### config.mk
export PLATFORM = sky130hd
export DESIGN_NAME = shift_unit_arbiter_flat
export DESIGN_NICKNAME = d
export VERILOG_FILES = /design/src/rtl/shift_unit_arbiter_if.sv /design/src/rtl/shift_unit_arbiter.sv /design/src/flat_wrapper.sv
export SDC_FILE = /design/constraint.sdc
export NUM_CORES = 1
export LEC_CHECK = 0
export BUFFER_PORTS_ARGS = -buffer_cell sky130_fd_sc_hd__buf_4
export CAP_MARGIN = 20
export CORE_MARGIN = 8
export CORE_UTILIZATION = 45
export DETAILED_ROUTE_END_ITERATION = 6
export GPL_TIMING_DRIVEN = 1
export PLACE_DENSITY = 0.81
export SLEW_MARGIN = 40
export SYNTH_ARGS = -nofsm -noshare
export SYNTH_HDL_FRONTEND = slang
export SYNTH_SLANG_ARGS = --single-unit
### constraint.sdc
create_clock -name clk -period 4.2 [get_ports clk]
set_clock_uncertainty 0.15 [all_clocks]
set_input_delay 0.42 -clock clk [delete_from_list [all_inputs] [get_ports clk]]
set_output_delay 0.42 -clock clk [all_outputs]
set_load 0.01 [all_outputs]
### src/rtl/shift_unit_arbiter_if.sv
// Request, shifter and response signals of the shared shift-unit arbiter.
// The slave modport is the arbiter's view; master is the requester/shifter side.
interface shift_unit_arbiter_if #(
    parameter int WIDTH = 32,
    parameter int CNT_W = 16
);
    logic             req0_valid;
    logic             req0_ready;
    logic [WIDTH-1:0] req0_a;
    logic [WIDTH-1:0] req0_b;
    logic             req1_valid;
    logic             req1_ready;
    logic [WIDTH-1:0] req1_a;
    logic [WIDTH-1:0] req1_b;
    logic [WIDTH-1:0] sh_a;
    logic [WIDTH-1:0] sh_b;
    logic [WIDTH-1:0] sh_out;
    logic             rsp0_valid;
    logic             rsp0_ready;
    logic             rsp1_valid;
    logic             rsp1_ready;
    logic [WIDTH-1:0] rsp_data;
    logic             busy;
    logic [CNT_W-1:0] op_count;

    modport slave (
        input  req0_valid, req0_a, req0_b,
        input  req1_valid, req1_a, req1_b,
        input  sh_out, rsp0_ready, rsp1_ready,
        output req0_ready, req1_ready, sh_a, sh_b,
        output rsp0_valid, rsp1_valid, rsp_data, busy, op_count
    );

    modport master (
        output req0_valid, req0_a, req0_b,
        output req1_valid, req1_a, req1_b,
        output sh_out, rsp0_ready, rsp1_ready,
        input  req0_ready, req1_ready, sh_a, sh_b,
        input  rsp0_valid, rsp1_valid, rsp_data, busy, op_count
    );
endinterface

### src/rtl/shift_unit_arbiter.sv
// Round-robin arbiter sharing one external combinational shift-left unit
// between two requesters, with a held valid/ready response register.
module shift_unit_arbiter #(
    parameter int WIDTH = 32,
    parameter int CNT_W = 16
) (
    input logic               clk,
    input logic               reset,
    shift_unit_arbiter_if.slave bus
);

    typedef enum logic [1:0] {
        ST_IDLE = 2'd0,
        ST_EXEC = 2'd1,
        ST_RESP = 2'd2
    } state_t;

    state_t           state_q,      state_d;
    logic             rr_ptr_q,     rr_ptr_d;
    logic             gnt_id_q,     gnt_id_d;
    logic [WIDTH-1:0] op_a_q,       op_a_d;
    logic [WIDTH-1:0] op_b_q,       op_b_d;
    logic [WIDTH-1:0] rsp_data_q,   rsp_data_d;
    logic             rsp0_valid_q, rsp0_valid_d;
    logic             rsp1_valid_q, rsp1_valid_d;
    logic             busy_q,       busy_d;
    logic [CNT_W-1:0] op_count_q,   op_count_d;

    logic gnt_sel_s;
    logic accept_s;
    logic rsp_take_s;

    // Pick the requester to serve: a lone valid wins, a tie goes to rr_ptr.
    always_comb begin
        gnt_sel_s = 1'b0;
        if (bus.req0_valid && bus.req1_valid) begin
            gnt_sel_s = rr_ptr_q;
        end else if (bus.req1_valid) begin
            gnt_sel_s = 1'b1;
        end else begin
            gnt_sel_s = 1'b0;
        end
    end

    assign accept_s   = (state_q == ST_IDLE) && (bus.req0_valid || bus.req1_valid);
    assign rsp_take_s = gnt_id_q ? bus.rsp1_ready : bus.rsp0_ready;

    // Next-state and next-register values for the whole block.
    always_comb begin
        state_d      = state_q;
        rr_ptr_d     = rr_ptr_q;
        gnt_id_d     = gnt_id_q;
        op_a_d       = op_a_q;
        op_b_d       = op_b_q;
        rsp_data_d   = rsp_data_q;
        rsp0_valid_d = rsp0_valid_q;
        rsp1_valid_d = rsp1_valid_q;
        op_count_d   = op_count_q;
        case (state_q)
            ST_IDLE: begin
                if (accept_s) begin
                    op_a_d   = gnt_sel_s ? bus.req1_a : bus.req0_a;
                    op_b_d   = gnt_sel_s ? bus.req1_b : bus.req0_b;
                    gnt_id_d = gnt_sel_s;
                    rr_ptr_d = ~gnt_sel_s;
                    state_d  = ST_EXEC;
                end else begin
                    state_d  = ST_IDLE;
                end
            end
            ST_EXEC: begin
                rsp_data_d   = bus.sh_out;
                rsp0_valid_d = ~gnt_id_q;
                rsp1_valid_d = gnt_id_q;
                state_d      = ST_RESP;
            end
            ST_RESP: begin
                if (rsp_take_s) begin
                    rsp0_valid_d = 1'b0;
                    rsp1_valid_d = 1'b0;
                    op_count_d   = op_count_q + CNT_W'(1);
                    state_d      = ST_IDLE;
                end else begin
                    state_d      = ST_RESP;
                end
            end
            default: begin
                rsp0_valid_d = 1'b0;
                rsp1_valid_d = 1'b0;
                state_d      = ST_IDLE;
            end
        endcase
        busy_d = (state_d != ST_IDLE);
    end

    // State register; reset drops any in-flight operation without a response.
    always_ff @(posedge clk) begin
        if (reset) begin
            state_q      <= ST_IDLE;
            rr_ptr_q     <= 1'b0;
            gnt_id_q     <= 1'b0;
            op_a_q       <= '0;
            op_b_q       <= '0;
            rsp_data_q   <= '0;
            rsp0_valid_q <= 1'b0;
            rsp1_valid_q <= 1'b0;
            busy_q       <= 1'b0;
            op_count_q   <= '0;
        end else begin
            state_q      <= state_d;
            rr_ptr_q     <= rr_ptr_d;
            gnt_id_q     <= gnt_id_d;
            op_a_q       <= op_a_d;
            op_b_q       <= op_b_d;
            rsp_data_q   <= rsp_data_d;
            rsp0_valid_q <= rsp0_valid_d;
            rsp1_valid_q <= rsp1_valid_d;
            busy_q       <= busy_d;
            op_count_q   <= op_count_d;
        end
    end

    // Request readies must react in the accept cycle, so they stay combinational.
    assign bus.req0_ready = accept_s && !gnt_sel_s;
    assign bus.req1_ready = accept_s && gnt_sel_s;
    assign bus.sh_a       = op_a_q;
    assign bus.sh_b       = op_b_q;
    assign bus.rsp0_valid = rsp0_valid_q;
    assign bus.rsp1_valid = rsp1_valid_q;
    assign bus.rsp_data   = rsp_data_q;
    assign bus.busy       = busy_q;
    assign bus.op_count   = op_count_q;

endmodule

### src/flat_wrapper.sv
// flat-port wrapper written by rule: the top's interface ports become plain ports
module shift_unit_arbiter_flat 
#(
    parameter int WIDTH = 32,
    parameter int CNT_W = 16
)
  (clk, reset, bus_req0_valid, bus_req0_a, bus_req0_b, bus_req1_valid, bus_req1_a, bus_req1_b, bus_sh_out, bus_rsp0_ready, bus_rsp1_ready, bus_req0_ready, bus_req1_ready, bus_sh_a, bus_sh_b, bus_rsp0_valid, bus_rsp1_valid, bus_rsp_data, bus_busy, bus_op_count);
  shift_unit_arbiter_if #(.WIDTH(WIDTH), .CNT_W(CNT_W)) bus_i ();
  input logic clk;
  input logic reset;
  input wire logic [$bits(bus_i.req0_valid)-1:0] bus_req0_valid;
  input wire logic [$bits(bus_i.req0_a)-1:0] bus_req0_a;
  input wire logic [$bits(bus_i.req0_b)-1:0] bus_req0_b;
  input wire logic [$bits(bus_i.req1_valid)-1:0] bus_req1_valid;
  input wire logic [$bits(bus_i.req1_a)-1:0] bus_req1_a;
  input wire logic [$bits(bus_i.req1_b)-1:0] bus_req1_b;
  input wire logic [$bits(bus_i.sh_out)-1:0] bus_sh_out;
  input wire logic [$bits(bus_i.rsp0_ready)-1:0] bus_rsp0_ready;
  input wire logic [$bits(bus_i.rsp1_ready)-1:0] bus_rsp1_ready;
  output wire logic [$bits(bus_i.req0_ready)-1:0] bus_req0_ready;
  output wire logic [$bits(bus_i.req1_ready)-1:0] bus_req1_ready;
  output wire logic [$bits(bus_i.sh_a)-1:0] bus_sh_a;
  output wire logic [$bits(bus_i.sh_b)-1:0] bus_sh_b;
  output wire logic [$bits(bus_i.rsp0_valid)-1:0] bus_rsp0_valid;
  output wire logic [$bits(bus_i.rsp1_valid)-1:0] bus_rsp1_valid;
  output wire logic [$bits(bus_i.rsp_data)-1:0] bus_rsp_data;
  output wire logic [$bits(bus_i.busy)-1:0] bus_busy;
  output wire logic [$bits(bus_i.op_count)-1:0] bus_op_count;
  assign bus_i.req0_valid = bus_req0_valid;
  assign bus_i.req0_a = bus_req0_a;
  assign bus_i.req0_b = bus_req0_b;
  assign bus_i.req1_valid = bus_req1_valid;
  assign bus_i.req1_a = bus_req1_a;
  assign bus_i.req1_b = bus_req1_b;
  assign bus_i.sh_out = bus_sh_out;
  assign bus_i.rsp0_ready = bus_rsp0_ready;
  assign bus_i.rsp1_ready = bus_rsp1_ready;
  assign bus_req0_ready = bus_i.req0_ready;
  assign bus_req1_ready = bus_i.req1_ready;
  assign bus_sh_a = bus_i.sh_a;
  assign bus_sh_b = bus_i.sh_b;
  assign bus_rsp0_valid = bus_i.rsp0_valid;
  assign bus_rsp1_valid = bus_i.rsp1_valid;
  assign bus_rsp_data = bus_i.rsp_data;
  assign bus_busy = bus_i.busy;
  assign bus_op_count = bus_i.op_count;
  shift_unit_arbiter #(.WIDTH(WIDTH), .CNT_W(CNT_W)) u_core (.clk(clk), .reset(reset), .bus(bus_i));
endmodule
=== After elaboration in Yosys (flattened, before gate mapping) ===
Index checks and enable logic that the tools add are counted.

* Register bits after elaboration: 119
* Bits of input ports: 166
* Logic and storage cells: 39

* Add/subtract/negate cells: 1
* Eq/ne operators: 3
* Muxes and demuxes: 11
* Bitwise logic cells: 3
* Reductions and logical operators: 11

{| class="wikitable"
|+ Operator list
! cell !! number
|-
| 32-bit 2-to-1 mux || 2
|-
| 16-bit by 1-bit adder with 16-bit output (second input constant) || 1
|-
| 1-bit one-hot mux with 3 select lines || 2
|-
| 2-bit one-hot mux with 3 select lines || 1
|-
| 2-bit AND reduction || 3
|-
| 1-bit 2-to-1 mux || 5
|-
| 1-bit logical AND || 4
|-
| 1-bit inverter || 3
|-
| 2-bit by 1-bit == test with 1-bit output (second input constant) || 1
|-
| 2-bit == test (second input constant) || 1
|-
| 2-bit logical NOT || 1
|-
| 2-bit 2-to-1 mux || 1
|-
| 2-bit by 1-bit inequality test with 1-bit output (second input constant) || 1
|-
| 2-bit nonzero test || 1
|-
| 1-bit logical NOT || 1
|-
| 1-bit logical OR || 1
|}

=== Logic depth before layout (Yosys ltp) ===
* Depth in word-level cells: 5
* Gate-level depth with buffers: 6
* Depth with buffers taken out: 5

=== Worst setup path before layout ===
Ideal clock, no wire load.

* Path kind: register to register
* Start point: reg u_core.op_count_q[0], in the netlist u_core.bus.op_count[0]
* End point: reg u_core.op_count_q[12], in the netlist u_core.bus.op_count[12]
* Setup time: 0.070 ns
* Arrival: 1.720 ns
* Path slack: 2.260 ns
* Stages on the path, launching flop included: 6
* Buffers on the path: 0
* Cell sequence: dfxtp_1 ha_1 nand4_1 or4_4 or3_1 a21oi_1

* Longest elaborated chain between the ends: 1

{| class="wikitable"
|+ RTL lines
! element !! line !! source
|-
| from (decl) || shift_unit_arbiter.sv:27 || <nowiki>logic [CNT_W-1:0] op_count_q, op_count_d;</nowiki>
|-
| from (signal assigned) || shift_unit_arbiter.sv:119 || <nowiki>op_count_q <= op_count_d;</nowiki>
|-
| 16-bit by 1-bit adder with 16-bit output || shift_unit_arbiter.sv:81 || <nowiki>op_count_d = op_count_q + CNT_W'(1);</nowiki>
|}

Every way passes these cells.
A chain may end at the register's enable or synchronous reset.

=== Worst setup path in the final report ===
* Start point: reg u_core.state_q[1]
* End point: out bus_req1_ready

* Longest elaborated chain between the ends: 3

{| class="wikitable"
|+ RTL lines
! element !! line !! source
|-
| from (decl) || shift_unit_arbiter.sv:18 || <nowiki>state_t state_q, state_d;</nowiki>
|-
| from (signal assigned) || shift_unit_arbiter.sv:110 || <nowiki>state_q <= state_d;</nowiki>
|-
| 2-bit logical NOT || shift_unit_arbiter.sv:45 || <nowiki>assign accept_s = (state_q == ST_IDLE) && (bus.req0_valid || bus.req1_valid);</nowiki>
|-
| 1-bit logical AND || shift_unit_arbiter.sv:45 ||
|-
| 1-bit logical AND || shift_unit_arbiter.sv:125 || <nowiki>assign bus.req1_ready = accept_s && gnt_sel_s;</nowiki>
|-
| to (decl) || flat_wrapper.sv:21 || <nowiki>output wire logic [$bits(bus_i.req1_ready)-1:0] bus_req1_ready;</nowiki>
|}

Every way passes these cells.

==> metrics <==
Worst-path clk slew=50 ps; CP arrival=2200 ps; dpl cell area=0.00657 sq mm; Port Buffers=282; hold_buf cts=46; Gate power share=20.0%; Leak=3.38 nW; outcome=complete, but fails checks; placed instance count=855; Pins Over Slew Limit=0; initial antenna violation count=0; met1 Usage GRT=25.8%; CTS Root Cell=clkbuf_8; RSZ-0062 raised after global routing=false; Switching Share=26.2%; first-pass GRT wire length=27,200 um; Worst Path Class, Setup=register to primary output; CP Capture Type=primary output; Max Fanout on Critical Path=66; n_diodes=0; met3 GRT Util=11.8%; overall power=3.10 mW; Layout area overhead=71.9%; Final ANT Viol Nets=0; routed via count=5,193; Slew HR=46.0%; failing checks=DRC; post-CTS setup buffer count=0; worst hold path type=input port to register; Ports=283; worst setup margin=1430 ps; period utilisation layout=66.1%; Final Critical Period=2770 ps; first drt pass iteration count=7; synthesized area=0.00438 sq mm; Mean Syn Cell Area=9.18 sq um; DRT Wirelength=18,200 um; initial drt markers=663; CTS sink cnt=119; TNS Setup=0 ps; VDD IR max=0.224 mV; DIE AREA=0.0131 sq mm; # nets final=954; final cell count without fillers=928; clock power share=39.0%; worst hold slack=14.4 ps; yosys warns=0; total CTS buffers=17; syn nets=644; initial core utilization=45.6%; Remaining Overflow, GRT=0; largest net degree at the start of global routing=121; Least-Margin Pin Slew=811 ps; dpl ws=1890 ps; Synth Instances=477; sequential share of power=41.0%; final hold vios=0; vias in the first global route=5,315; H-tree depth=4; sequential area share after synthesis=54.4%; Via density=5.60; Post-DP HPWL=12,600 um; Avg WL per Cell=19.6 um; Cell variety after synth=33; most common cell after layout, fill and taps aside=buf_4; Fmax=0.360 GHz; hold path depth=3; Worst Setup Start Kind=register; drc violations=7; #FFs+latches synth=119; met2 GRT Util=45.0%; design area=0.00752 sq mm; final core utilization=78.4%; clk_lat worst skew=500 ps; Tot GR Track Use=26.5%; post-CTS resize count=0; P_sw=0.814 mW; most frequent cells in the layout=buf_4, dfxtp_1, nor2_1; R2R cell count=4; maxcap violations=0; GPL Wtd Cong=0.818; Int Power=2.29 mW; CTS tree=yes; clock buffer depth=2; total core area=0.00959 sq mm; most used routing layer=met2; Cell Rows=36; Crit path required time=3630 ps; die width=115 um; Power Density=412 mW/mm^2; fraction of layout cells with a size suffix above 1=40.8%; die height=115 um; Final setup violation count=0
## per-layer routing
layer  share of wire [%]  vias up
met2                  49      326
met5                   0        -
met1                  34     2415
li1                    -     2381
met4                 5.2        0
met3                  12       71
## worst max-delay path, cell delays in order, from the launching register on
cell and delay, ps:
dfxtp_1 380, nor2_1 270, o211a_2 230, buf_4 520, buf_4 240
## cell type report
type                    count  area, sq um
repair buffers            334         2640
well taps                 133          166
clock inverters             6         30.0
flip-flops and latches    119         2380
clock buffers              21          459
fillers                   619         2070
multi-input cells         314         1840
inverters                   1         3.75
## power by group through the flow
stage                     Combinational [mW]  Clock (mW)  Sequential [mW]
after floorplan                        0.223           0             1.32
after global placement                 0.553           0             1.29
after detailed placement               0.578           0             1.29
after CTS                              0.615        1.22             1.27
after global routing                   0.664        1.28             1.28
final                                  0.622        1.21             1.27
## cell usage after synthesis
| cell type | count | area (sq um) |
|---|---|---|
| buf_6 | 1 | 11.3 |
| nand3b_1 | 1 | 7.51 |
| o21ai_1 | 1 | 5.00 |
| nor2b_1 | 3 | 18.8 |
| nand3_1 | 3 | 15.0 |
| inv_1 | 1 | 3.75 |
| o21ai_0 | 5 | 25.0 |
| nor3_1 | 3 | 15.0 |
| clkbuf_1 | 37 | 139 |
| nand4_1 | 5 | 31.3 |
| xor2_1 | 2 | 17.5 |
| buf_1 | 1 | 3.75 |
| o31ai_1 | 1 | 7.51 |
| ha_1 | 1 | 12.5 |
| o211a_1 | 1 | 10.0 |
| a222oi_1 | 64 | 641 |
| or3_1 | 5 | 31.3 |
| nand2_1 | 71 | 267 |
| a21oi_1 | 44 | 220 |
| dfxtp_1 | 119 | 2380 |
| or4_4 | 2 | 22.5 |
| nor4_1 | 3 | 18.8 |
| a22oi_1 | 1 | 7.51 |
| xnor2_1 | 6 | 52.6 |
| and2_1 | 2 | 12.5 |
| or4_1 | 1 | 7.51 |
| nand2b_1 | 1 | 6.26 |
| nor2_1 | 82 | 308 |
| mux2i_1 | 2 | 20.0 |
| buf_2 | 4 | 20.0 |
| and3_1 | 1 | 6.26 |
| mux2_2 | 2 | 22.5 |
| a2111oi_0 | 1 | 8.76 |
## worst paths after layout
kind                                              start                 endpoint  slack (ps)
worst min register to register  u_core.bus.rsp_data[13]  u_core.bus.rsp_data[13]         310
worst max register to register        u_core.state_q[1]  u_core.bus.op_count[13]        1970
worst min-delay path                      bus_req1_b[4]       u_core.bus.sh_b[4]          10
worst max-delay path                  u_core.state_q[1]           bus_req1_ready        1430
## state kept, by name, indices dropped and copies added, names as in the netlist
register,flops
u_core.bus.rsp0_valid,1
u_core.rr_ptr_q,1
u_core.state_q,2
u_core.bus.busy,1
u_core.bus.sh_b,32
u_core.gnt_id_q,1
u_core.bus.sh_a,32
u_core.bus.op_count,16
u_core.bus.rsp1_valid,1
u_core.bus.rsp_data,32
## logic make-up (layout without fill, tap and decap cells)
| kind of cell | Yosys count | in the layout | synth area share (%) |
|---|---|---|---|
| xor+xnor | 8 | 8 | 1.60 |
| simple gates | 183 | 183 | 17.5 |
| compound gates | 118 | 118 | 21.1 |
| buf+inv | 44 | 362 | 4.06 |
| fa+ha+maj | 1 | 1 | 0.286 |
| mux | 4 | 4 | 0.972 |
| flops | 119 | 119 | 54.4 |
No activity file was read; power rests on OpenSTA's default activity.
